[src/rtl/lift_pkg.sv]
// Shared types and defaults for the lift car controller and its helpers.
package lift_pkg;

    typedef enum logic [1:0] {
        IDLE      = 2'd0,
        MOVE_UP   = 2'd1,
        MOVE_DOWN = 2'd2,
        DOOR      = 2'd3
    } lift_state_e;

    localparam int FLOORS_DEF       = 8;
    localparam int TRAVEL_TICKS_DEF = 3;
    localparam int DOOR_TICKS_DEF   = 2;

    function automatic int floor_width(input int floors);
        return (floors > 1) ? $clog2(floors) : 1;
    endfunction

endpackage

[src/rtl/tick_sync.sv]
// Brings a divider slow clock into the fast domain as data and emits a
// single-cycle tick per rising edge, three fast cycles after the edge.
module tick_sync (
    input  logic clk_100MHz,
    input  logic rst,
    input  logic clk_s,
    output logic tick
);

    logic sync1_r;
    logic sync2_r;
    logic sync3_r;
    logic tick_r;

    // Two-flop synchronizer, edge-history flop and registered rising-edge pulse
    always_ff @(posedge clk_100MHz) begin
        if (rst) begin
            sync1_r <= 1'b0;
            sync2_r <= 1'b0;
            sync3_r <= 1'b0;
            tick_r  <= 1'b0;
        end else begin
            sync1_r <= clk_s;
            sync2_r <= sync1_r;
            sync3_r <= sync2_r;
            tick_r  <= sync2_r & ~sync3_r;
        end
    end

    assign tick = tick_r;

endmodule

[src/rtl/lift_car_fsm.sv]
// Collective, direction-preserving lift car controller: latches floor calls,
// moves the car one floor per TRAVEL_TICKS ticks and dwells DOOR_TICKS at stops.
module lift_car_fsm
    import lift_pkg::*;
#(
    parameter int FLOORS       = FLOORS_DEF,
    parameter int TRAVEL_TICKS = TRAVEL_TICKS_DEF,
    parameter int DOOR_TICKS   = DOOR_TICKS_DEF
) (
    input  logic                           clk_100MHz,
    input  logic                           rst,
    input  logic                           clk_s,
    input  logic [FLOORS-1:0]              req,
    output logic [floor_width(FLOORS)-1:0] floor,
    output logic                           moving,
    output logic                           dir_up,
    output logic                           dir_down,
    output logic                           door_open,
    output logic [FLOORS-1:0]              pending
);

    localparam int FLOOR_W = floor_width(FLOORS);
    localparam int CNT_MAX = (TRAVEL_TICKS > DOOR_TICKS) ? TRAVEL_TICKS : DOOR_TICKS;
    localparam int CNT_W   = (CNT_MAX > 1) ? $clog2(CNT_MAX) : 1;

    localparam logic [CNT_W-1:0]   TRAVEL_LAST = CNT_W'(TRAVEL_TICKS - 1);
    localparam logic [CNT_W-1:0]   DOOR_LAST   = CNT_W'(DOOR_TICKS - 1);
    localparam logic [CNT_W-1:0]   CNT_ONE     = CNT_W'(1);
    localparam logic [FLOOR_W-1:0] FLOOR_TOP   = FLOOR_W'(FLOORS - 1);
    localparam logic [FLOOR_W-1:0] FLOOR_ONE   = FLOOR_W'(1);
    localparam logic [FLOOR_W-1:0] FLOOR_BOT   = {FLOOR_W{1'b0}};

    lift_state_e         state_r;
    logic [FLOOR_W-1:0]  floor_r;
    logic [CNT_W-1:0]    cnt_r;
    logic [FLOORS-1:0]   pending_r;
    logic                moving_r;
    logic                dir_up_r;
    logic                dir_down_r;
    logic                door_open_r;

    logic                tick_s;
    logic [FLOOR_W-1:0]  nf_s;
    logic                at_limit_s;
    logic [FLOORS-1:0]   floor_oh_s;
    logic [FLOORS-1:0]   nf_oh_s;
    logic                above_s;
    logic                below_s;
    logic                here_s;
    logic                req_here_s;
    logic                nf_here_s;
    logic                nf_above_s;
    logic                nf_below_s;
    logic                ahead_s;
    logic                arrive_s;
    logic                door_done_s;
    logic                door_up_s;
    logic                door_down_s;
    logic [FLOORS-1:0]   clr_s;
    logic [FLOORS-1:0]   pend_next_s;

    tick_sync u_sync (
        .clk_100MHz (clk_100MHz),
        .rst        (rst),
        .clk_s      (clk_s),
        .tick       (tick_s)
    );

    // Floor the car would reach on the next arrival, and the end-of-shaft guard
    always_comb begin
        nf_s       = floor_r;
        at_limit_s = 1'b0;
        case (state_r)
            MOVE_UP: begin
                at_limit_s = (floor_r == FLOOR_TOP);
                nf_s       = at_limit_s ? floor_r : floor_r + FLOOR_ONE;
            end
            MOVE_DOWN: begin
                at_limit_s = (floor_r == FLOOR_BOT);
                nf_s       = at_limit_s ? floor_r : floor_r - FLOOR_ONE;
            end
            default: begin
                nf_s       = floor_r;
                at_limit_s = 1'b0;
            end
        endcase
    end

    // Call reductions relative to the current floor and to the arrival floor
    always_comb begin
        floor_oh_s = '0;
        nf_oh_s    = '0;
        above_s    = 1'b0;
        below_s    = 1'b0;
        here_s     = 1'b0;
        req_here_s = 1'b0;
        nf_here_s  = 1'b0;
        nf_above_s = 1'b0;
        nf_below_s = 1'b0;
        for (int i = 0; i < FLOORS; i++) begin
            floor_oh_s[i] = (i == int'(floor_r));
            nf_oh_s[i]    = (i == int'(nf_s));
            above_s       = above_s    | (pending_r[i] & (i >  int'(floor_r)));
            below_s       = below_s    | (pending_r[i] & (i <  int'(floor_r)));
            here_s        = here_s     | (pending_r[i] & (i == int'(floor_r)));
            req_here_s    = req_here_s | (req[i]       & (i == int'(floor_r)));
            nf_here_s     = nf_here_s  | (pending_r[i] & (i == int'(nf_s)));
            nf_above_s    = nf_above_s | (pending_r[i] & (i >  int'(nf_s)));
            nf_below_s    = nf_below_s | (pending_r[i] & (i <  int'(nf_s)));
        end
    end

    // Arrival/dwell strobes; a car heading down keeps preferring calls below
    always_comb begin
        arrive_s    = tick_s & (cnt_r == TRAVEL_LAST);
        door_done_s = tick_s & (cnt_r == DOOR_LAST);
        ahead_s     = (state_r == MOVE_UP) ? nf_above_s : nf_below_s;
        door_up_s   = dir_down_r ? (above_s & ~below_s) : above_s;
        door_down_s = dir_down_r ? below_s : (below_s & ~above_s);
    end

    // Call being served this cycle; it wins over a simultaneous request
    always_comb begin
        clr_s = '0;
        case (state_r)
            IDLE:      clr_s = here_s ? floor_oh_s : '0;
            MOVE_UP,
            MOVE_DOWN: clr_s = (!at_limit_s && arrive_s && nf_here_s) ? nf_oh_s : '0;
            DOOR:      clr_s = req_here_s ? floor_oh_s : '0;
            default:   clr_s = '0;
        endcase
        pend_next_s = (pending_r | req) & ~clr_s;
    end

    // Car state machine, tick counter, call latch and registered outputs
    always_ff @(posedge clk_100MHz) begin
        if (rst) begin
            state_r     <= IDLE;
            floor_r     <= '0;
            cnt_r       <= '0;
            pending_r   <= '0;
            moving_r    <= 1'b0;
            dir_up_r    <= 1'b0;
            dir_down_r  <= 1'b0;
            door_open_r <= 1'b0;
        end else begin
            pending_r <= pend_next_s;
            case (state_r)
                IDLE: begin
                    cnt_r <= '0;
                    if (here_s) begin
                        state_r     <= DOOR;
                        moving_r    <= 1'b0;
                        door_open_r <= 1'b1;
                    end else if (above_s) begin
                        state_r     <= MOVE_UP;
                        moving_r    <= 1'b1;
                        door_open_r <= 1'b0;
                        dir_up_r    <= 1'b1;
                        dir_down_r  <= 1'b0;
                    end else if (below_s) begin
                        state_r     <= MOVE_DOWN;
                        moving_r    <= 1'b1;
                        door_open_r <= 1'b0;
                        dir_up_r    <= 1'b0;
                        dir_down_r  <= 1'b1;
                    end else begin
                        state_r     <= IDLE;
                        moving_r    <= 1'b0;
                        door_open_r <= 1'b0;
                        dir_up_r    <= 1'b0;
                        dir_down_r  <= 1'b0;
                    end
                end
                MOVE_UP, MOVE_DOWN: begin
                    if (at_limit_s) begin
                        state_r  <= IDLE;
                        moving_r <= 1'b0;
                        cnt_r    <= '0;
                    end else if (arrive_s) begin
                        floor_r <= nf_s;
                        cnt_r   <= '0;
                        if (nf_here_s) begin
                            state_r     <= DOOR;
                            moving_r    <= 1'b0;
                            door_open_r <= 1'b1;
                        end else if (ahead_s) begin
                            state_r <= state_r;
                        end else begin
                            state_r  <= IDLE;
                            moving_r <= 1'b0;
                            if (pend_next_s == '0) begin
                                dir_up_r   <= 1'b0;
                                dir_down_r <= 1'b0;
                            end else begin
                                dir_up_r   <= dir_up_r;
                                dir_down_r <= dir_down_r;
                            end
                        end
                    end else if (tick_s) begin
                        cnt_r <= cnt_r + CNT_ONE;
                    end else begin
                        cnt_r <= cnt_r;
                    end
                end
                DOOR: begin
                    if (req_here_s) begin
                        cnt_r <= '0;
                    end else if (door_done_s) begin
                        cnt_r       <= '0;
                        door_open_r <= 1'b0;
                        if (door_up_s) begin
                            state_r    <= MOVE_UP;
                            moving_r   <= 1'b1;
                            dir_up_r   <= 1'b1;
                            dir_down_r <= 1'b0;
                        end else if (door_down_s) begin
                            state_r    <= MOVE_DOWN;
                            moving_r   <= 1'b1;
                            dir_up_r   <= 1'b0;
                            dir_down_r <= 1'b1;
                        end else begin
                            state_r <= IDLE;
                            if (pend_next_s == '0) begin
                                dir_up_r   <= 1'b0;
                                dir_down_r <= 1'b0;
                            end else begin
                                dir_up_r   <= dir_up_r;
                                dir_down_r <= dir_down_r;
                            end
                        end
                    end else if (tick_s) begin
                        cnt_r <= cnt_r + CNT_ONE;
                    end else begin
                        cnt_r <= cnt_r;
                    end
                end
                default: begin
                    state_r     <= IDLE;
                    moving_r    <= 1'b0;
                    door_open_r <= 1'b0;
                    cnt_r       <= '0;
                end
            endcase
        end
    end

    assign floor     = floor_r;
    assign moving    = moving_r;
    assign dir_up    = dir_up_r;
    assign dir_down  = dir_down_r;
    assign door_open = door_open_r;
    assign pending   = pending_r;

endmodule
[config.mk]
export PLATFORM = sky130hd
export DESIGN_NAME = lift_car_fsm
export DESIGN_NICKNAME = d
export VERILOG_FILES = /design/src/rtl/lift_pkg.sv /design/src/rtl/tick_sync.sv /design/src/rtl/lift_car_fsm.sv
export SDC_FILE = /design/constraint.sdc
export NUM_CORES = 1
export LEC_CHECK = 0
export CORE_MARGIN = 8
export CORE_UTILIZATION = 59
export CTS_BUF_LIST = sky130_fd_sc_hd__clkbuf_8
export DETAILED_ROUTE_END_ITERATION = 12
export PLACE_DENSITY = 0.83
export SLEW_MARGIN = 5
export SYNTH_ARGS = -nofsm -noshare
export SYNTH_HDL_FRONTEND = slang
export SYNTH_SLANG_ARGS = --single-unit
[constraint.sdc]
create_clock -name clk_100MHz -period 4.2 [get_ports clk_100MHz]
set_input_delay 0.84 -clock clk_100MHz [delete_from_list [all_inputs] [get_ports clk_100MHz]]
set_output_delay 0.84 -clock clk_100MHz [all_outputs]
set_load 0.01 [all_outputs]
== Yosys cells after proc, flatten, opt, wreduce, memory -nomap -nowiden ==
Index checks and enable logic that the tools add are counted.

* Output and inout bits: 15
* Bits in registers: 23
* Input port bits: 11
* Word-level logic and storage cells: 269

* Multiplexer cells: 72
* Bitwise operators: 109
* Eq/ne operators: 31
* Reduce and logical (&&, ||, !) cells: 14
* Add/subtract/negate cells: 3
* $lt $le $gt $ge: 28

{| class="wikitable"
|+ Operator list
! kind !! count
|-
| $and A1 B1 Y1 || 57
|-
| $or A1 B1 Y1 || 45
|-
| $mux W1 || 42
|-
| $mux W2 || 16
|-
| $eq A3 B3 Y1 const A || 8
|-
| $gt A3 B3 Y1 const A || 8
|-
| $mux W8 || 3
|-
| $pmux W8 S3 || 1
|-
| $lt A3 B3 Y1 const A || 6
|-
| $ne A2 B2 Y1 const B || 8
|-
| $eq A2 B3 Y1 const A || 4
|-
| $gt A2 B3 Y1 const A || 4
|-
| $lt A1 B3 Y1 const A || 4
|-
| $lt A2 B3 Y1 const A || 4
|-
| $pmux W1 S3 || 4
|-
| $pmux W2 S3 || 2
|-
| $reduce_and A5 Y1 || 2
|-
| $logic_not A3 Y1 || 3
|-
| $and A8 B8 Y8 || 1
|-
| $logic_not A8 Y1 || 1
|-
| $not A8 Y8 || 1
|-
| $or A8 B8 Y8 || 1
|-
| $reduce_and A7 Y1 || 1
|-
| $eq A1 B3 Y1 const A || 2
|-
| 19 further kinds || 29
|}

== Depth between registers and ports, before layout ==
* Depth in word-level cells: 24
* Mapped depth: 14

== Hierarchy ==
From an unflattened synthesis, not the netlist that was laid out.

* Cells, all modules: 278
* Area total of the unflattened synthesis: 2174.6 um^2

{| class="wikitable"
|+ By module, submodules not included
! module !! area each (um^2) !! seq. area each (um^2) !! instances !! cells an instance
|-
| lift_car_fsm || 2063.2 || 380.4 || 1 || 270
|-
| tick_sync || 111.4 || 80.1 || 1 || 8
|}

== Worst setup path after synthesis ==
No wires, ideal clock.

* Path kind: reg2reg
* Start: register floor_r[0] (netlist: floor[0])
* End: register dir_up_r (netlist: dir_up)
* Cell stages (with the launch flop): 14
* Required time: 4.073 ns
* Library setup time: 0.127 ns
* Period minus slack after synthesis: 3.099 ns
* Path slack: 1.101 ns
* Arrival time: 2.972 ns
* Cells stage by stage: dfxtp_1 -> inv_2 -> ha_1 -> buf_6 -> and4bb_1 -> o21ai_1 -> o21a_1 -> buf_6 -> a21oi_4 -> a211oi_1 -> or4_4 -> a311oi_2 -> mux2i_1 -> o31ai_1

* Longest elaborated chain between the ends: 24
* Elaborated cells on any way between the ends: 184
* Classes of those cells: add/sub: 2; order compare: 28; eq/ne: 20; mux: 23; bitwise: 103; reduce/logical: 8

{| class="wikitable"
|+ RTL lines
! item !! RTL line !! RTL
|-
| from (decl) || lift_car_fsm.sv:34 || <nowiki>logic [FLOOR_W-1:0] floor_r;</nowiki>
|-
| from (signal assigned) || lift_car_fsm.sv:181 || <nowiki>floor_r <= nf_s;</nowiki>
|-
| $sub A3 B1 Y3, or another cell as far along || lift_car_fsm.sv:80 || <nowiki>nf_s = at_limit_s ? floor_r : floor_r - FLOOR_ONE;</nowiki>
|-
| $mux W3 (on tied branches) || lift_car_fsm.sv:80, lift_car_fsm.sv:76 ||
|-
| $pmux W3 S2 || lift_car_fsm.sv:73 || <nowiki>case (state_r)</nowiki>
|-
| $eq A2 B3 Y1 or $logic_not A3 Y1 (tied branches) || lift_car_fsm.sv:102, lift_car_fsm.sv:107 ||
|-
| $and A1 B1 Y1 || lift_car_fsm.sv:107 || <nowiki>nf_here_s = nf_here_s | (pending_r[i] & (i == int'(nf_s)));</nowiki>
|-
| $or A1 B1 Y1 (7 in a row) || lift_car_fsm.sv:107 ||
|-
| $logic_and A1 B1 Y1 || lift_car_fsm.sv:128 || <nowiki>MOVE_DOWN: clr_s = (!at_limit_s && arrive_s && nf_here_s) ? nf_oh_s : '0;</nowiki>
|-
| $mux W8 || lift_car_fsm.sv:128 ||
|-
| $pmux W8 S3 || lift_car_fsm.sv:125 || <nowiki>case (state_r)</nowiki>
|-
| $not A8 Y8 || lift_car_fsm.sv:132 || <nowiki>pend_next_s = (pending_r | req) & ~clr_s;</nowiki>
|-
| $and A8 B8 Y8 || lift_car_fsm.sv:132 ||
|-
| $logic_not A8 Y1 || lift_car_fsm.sv:192, lift_car_fsm.sv:224 ||
|-
| $mux W1 || -- ||
|-
| $mux W1 (on tied branches) (4 in a row) || -- ||
|-
| $pmux W1 S3 || lift_car_fsm.sv:148 || <nowiki>case (state_r)</nowiki>
|-
| to (signal assigned) || lift_car_fsm.sv:196 || <nowiki>dir_up_r <= dir_up_r;</nowiki>
|-
| to (signal assigned) || lift_car_fsm.sv:228 || <nowiki>dir_up_r <= dir_up_r;</nowiki>
|-
| to (decl) || lift_car_fsm.sv:38 || <nowiki>logic dir_up_r;</nowiki>
|}

Several ways; a longest one is shown, not always the timed one. The select of a mux whose other input is x is not followed.
A chain may end at the register's enable or synchronous reset.

== Final worst setup path ==
Same ends and word-level chain as after synthesis.

==> key figures <==
Power
  – Worst vdd ir: about 0.00037 V
  – Leakage power: between 0.9 and 1 nW
  – PD cells: 403 nW/µm²

Clocking
  – Insertion delay to the later sink of the worst-skew pair: between 0.2 and 0.3 ns
  – Worst-path clk slew: roughly 0.1 ns
  – CTS Buffer Depth: 2
  – CTS tree: built
  – H-tree level count: 1
  – # resized after CTS: 0
  – Clock Tree Root: clkbuf_8
  – CTS Hold Bufs: 0
  – Post-CTS setup buffer count: 0
  – Clk sinks: 23
  – CTS Buf Count: 3

Floorplanning
  – Die ar.: approximately 6200 µm²
  – Die W: around 79 µm
  – I/O pin count: 26
  – Placeable Area: between 3000 and 4000 µm²
  – Die Y: between 70 and 80 µm
  – Initial core utilization: around 62%
  – Std cell rows: 22

Timing
  – Slew Limit Fails: 0
  – Tmin final: between 3 and 4 ns
  – RSZ-0062 raised after global routing: false
  – Least-Margin Pin Slew: 0.892 ns
  – Final Cycle Share: slightly below 90%
  – Max Clock Skew: around 0.016 ns
  – Fmax: around 0.27 GHz
  – Fin. Hold Viols: 0
  – Setup TNS: 0 ns
  – Finish-stage setup viols: 0
  – Slew HR: 40.4%

Setup path
  – Worst Path Buf+Inv: 1
  – Arr. time, crit path: around 3.9 ns
  – CP Class: reg2reg
  – CP Cell Sequence: inv_2 > ha_1 > and4bb_1 > o21ai_1 > o21a_1 > nand3_2 > or4_4 > o221ai_2 > o2111ai_1 > nor4_2 > o31ai_1
  – Crit-path max FO: 11
  – CP startpoint kind: flop
  – CP peak stage delay: ~0.51 ns
  – Slowest stage cell, crit path: or4_4
  – Setup crit end kind: flop
  – WP data required: between 4 and 5 ns
  – CP top delay family: simple AND/OR/NAND/NOR gates

Run status
  – Status: complete, no violations

Run
  – Max-cap viol count: 0

Placed design
  – Post-DP Area: 2540 µm²
  – PortBufs: 25
  – GPL Wtd Cong: slightly above 1
  – DP HPWL: ~5.5 mm

Synth
  – Mapped Cells: roughly 300
  – Synthesized area: ~2300 µm²
  – Sequential share of the synthesized area: ~20%
  – Count leader, synth: a21oi_1
  – Synth Register Bits: 23
  – Synth cell count leaders: a21oi_1, nand2_1, nor2_1
  – Synth top area share: about a fifth
  – Distinct cells, synth: 76
  – Warnings from Yosys: 0
  – Synth area leader: dfxtp_1
  – Leading post-synthesis cells by cell area: dfxtp_1, ha_1, a21oi_1, nand2_1, nor2_1
  – Predominant post-synthesis flop cell: dfxtp_1
  – Syn avg cell area: 7.72 µm²
  – Post-synth ARST share: 0%
  – Syn Nets: about 320
  – Number of synthesized flops with an enable pin: 0

Final layout
  – N_diodes: 0
  – P&R area growth vs syn: 11.9%
  – Share of layout cells above drive strength 1: roughly 13%
  – Fin util: 69.6%
  – # nets final: approximately 340
  – Fill count: 340
  – Finished Cell Area: 2580 µm²

Global routing
  – Number of antenna violations at the first check in global routing: 0
  – All-layer global routing usage: between 20% and 30%
  – Grt total ovfl: 0
  – Largest net degree at the start of global routing: 21
  – Vias in the first global route: roughly 2400
  – Global-route wire length before repair: around 12 mm

Drt
  – DRT Wirelength: approximately 7.5 mm
  – First-pass iteration count of the detailed router: 6
  – Routed len/inst: roughly 21 µm
  – # DRC: 0
  – Via density: between 6 and 7
  – DRT iter0 DRCs: just over 300
  – Final antenna-violating net count: 0
  – Via count: between 2000 and 3000

Min path
  – Hold Crit Class: reg2reg
## metal layers
metal / GRT usage [%] / vias up / part of all wire (%)
li1: - / 1141 / -
met1: 28.6 / 1135 / 41
met2: 39.1 / 189 / 46
met3: 4.33 / 35 / 10
met4: 9.44 / 0 / 3.0
met5: 0 / - / 0
## cell type report
type / instances / area (µm²) / share of cell area, %
Tap cell: 48 / 60.1 / 2.32
Sequential cell: 23 / 460 / 17.8
Clock inverter: 1 / 5.00 / 0.194
Timing Repair Buffer: 29 / 280 / 10.8
Clock buffer: 3 / 41.3 / 1.60
Multi-Input combinational cell: 240 / 1680 / 65.1
Inverter: 15 / 56.3 / 2.18
## power by group
part	internal [mW]	switching [mW]
combinational	0.233	0.376
sequential	0.245	0.0368
clock	0.0666	0.0846
total	0.544	0.497
## sequential cells by signal, indices dropped and copies added, names as in the netlist
signal and flops:
state_r 2, dir_down 1, u_sync.sync1_r 1, u_sync.sync3_r 1, u_sync.sync2_r 1, dir_up 1, door_open 1, moving 1
cnt_r 2, u_sync.tick 1, floor 3, pending 8
## cell usage in the layout, fill, tap and decap left out, types with 3 or more instances in the layout
| master | synthesis | layout |
|---|---|---|
| a21oi_1 | 29 | 29 |
| nand2_1 | 27 | 27 |
| nor2_1 | 27 | 27 |
| clkdlybuf4s50_1 | 0 | 25 |
| dfxtp_1 | 23 | 23 |
| inv_1 | 14 | 14 |
| ha_1 | 13 | 13 |
| nor2b_1 | 12 | 12 |
| nor3_1 | 10 | 10 |
| a211oi_1 | 10 | 10 |
| o21ai_0 | 10 | 10 |
| nand3_1 | 6 | 6 |
| o21ai_1 | 5 | 5 |
| o22ai_1 | 5 | 5 |
| o211ai_1 | 5 | 5 |
| mux2i_1 | 4 | 4 |
| a22oi_1 | 4 | 4 |
| a31oi_1 | 4 | 4 |
| buf_4 | 1 | 4 |
| a221oi_1 | 3 | 3 |
| a32o_1 | 3 | 3 |
| o21a_1 | 3 | 3 |
| clkbuf_8 | 0 | 3 |
## logic make-up (layout without fill, tap and decap cells)
logic type      after synthesis  count (layout)  synth area share, %
fa+ha+maj                    13              13                 7.04
simple gates                110             110                 26.5
mux                           5               5                 2.22
flops                        23              23                 19.9
buf+inv                      36              48                 7.26
compound gates              111             111                 36.6
xor+xnor                      1               1                0.379
## stage by stage
step,instances,hold slack [ns],setup WS (ns),power (mW)
6_report,359,0.394,0.523,1.04
5_1_grt,359,0.412,0.346,1.09
2_1_floorplan,299,0.367,1.10,0.732
3_3_place_gp,355,0.371,0.712,0.870
4_1_cts,359,0.396,0.609,1.03
3_5_place_dp,355,0.384,0.622,0.879
## worst paths after layout
path	startpoint	endpoint	slack (ns)	depth (start not counted)
setup / recovery	floor[0]$_SDFFE_PP0P_	dir_up$_SDFFE_PP0P_	0.52	11
hold / removal	u_sync.sync3_r$_SDFF_PP0_	u_sync.tick$_SDFF_PP0_	0.39	1
setup reg to reg	floor[0]$_SDFFE_PP0P_	dir_up$_SDFFE_PP0P_	0.52	11
hold reg to reg	u_sync.sync3_r$_SDFF_PP0_	u_sync.tick$_SDFF_PP0_	0.39	1
(Power assumes the default switching activity.)
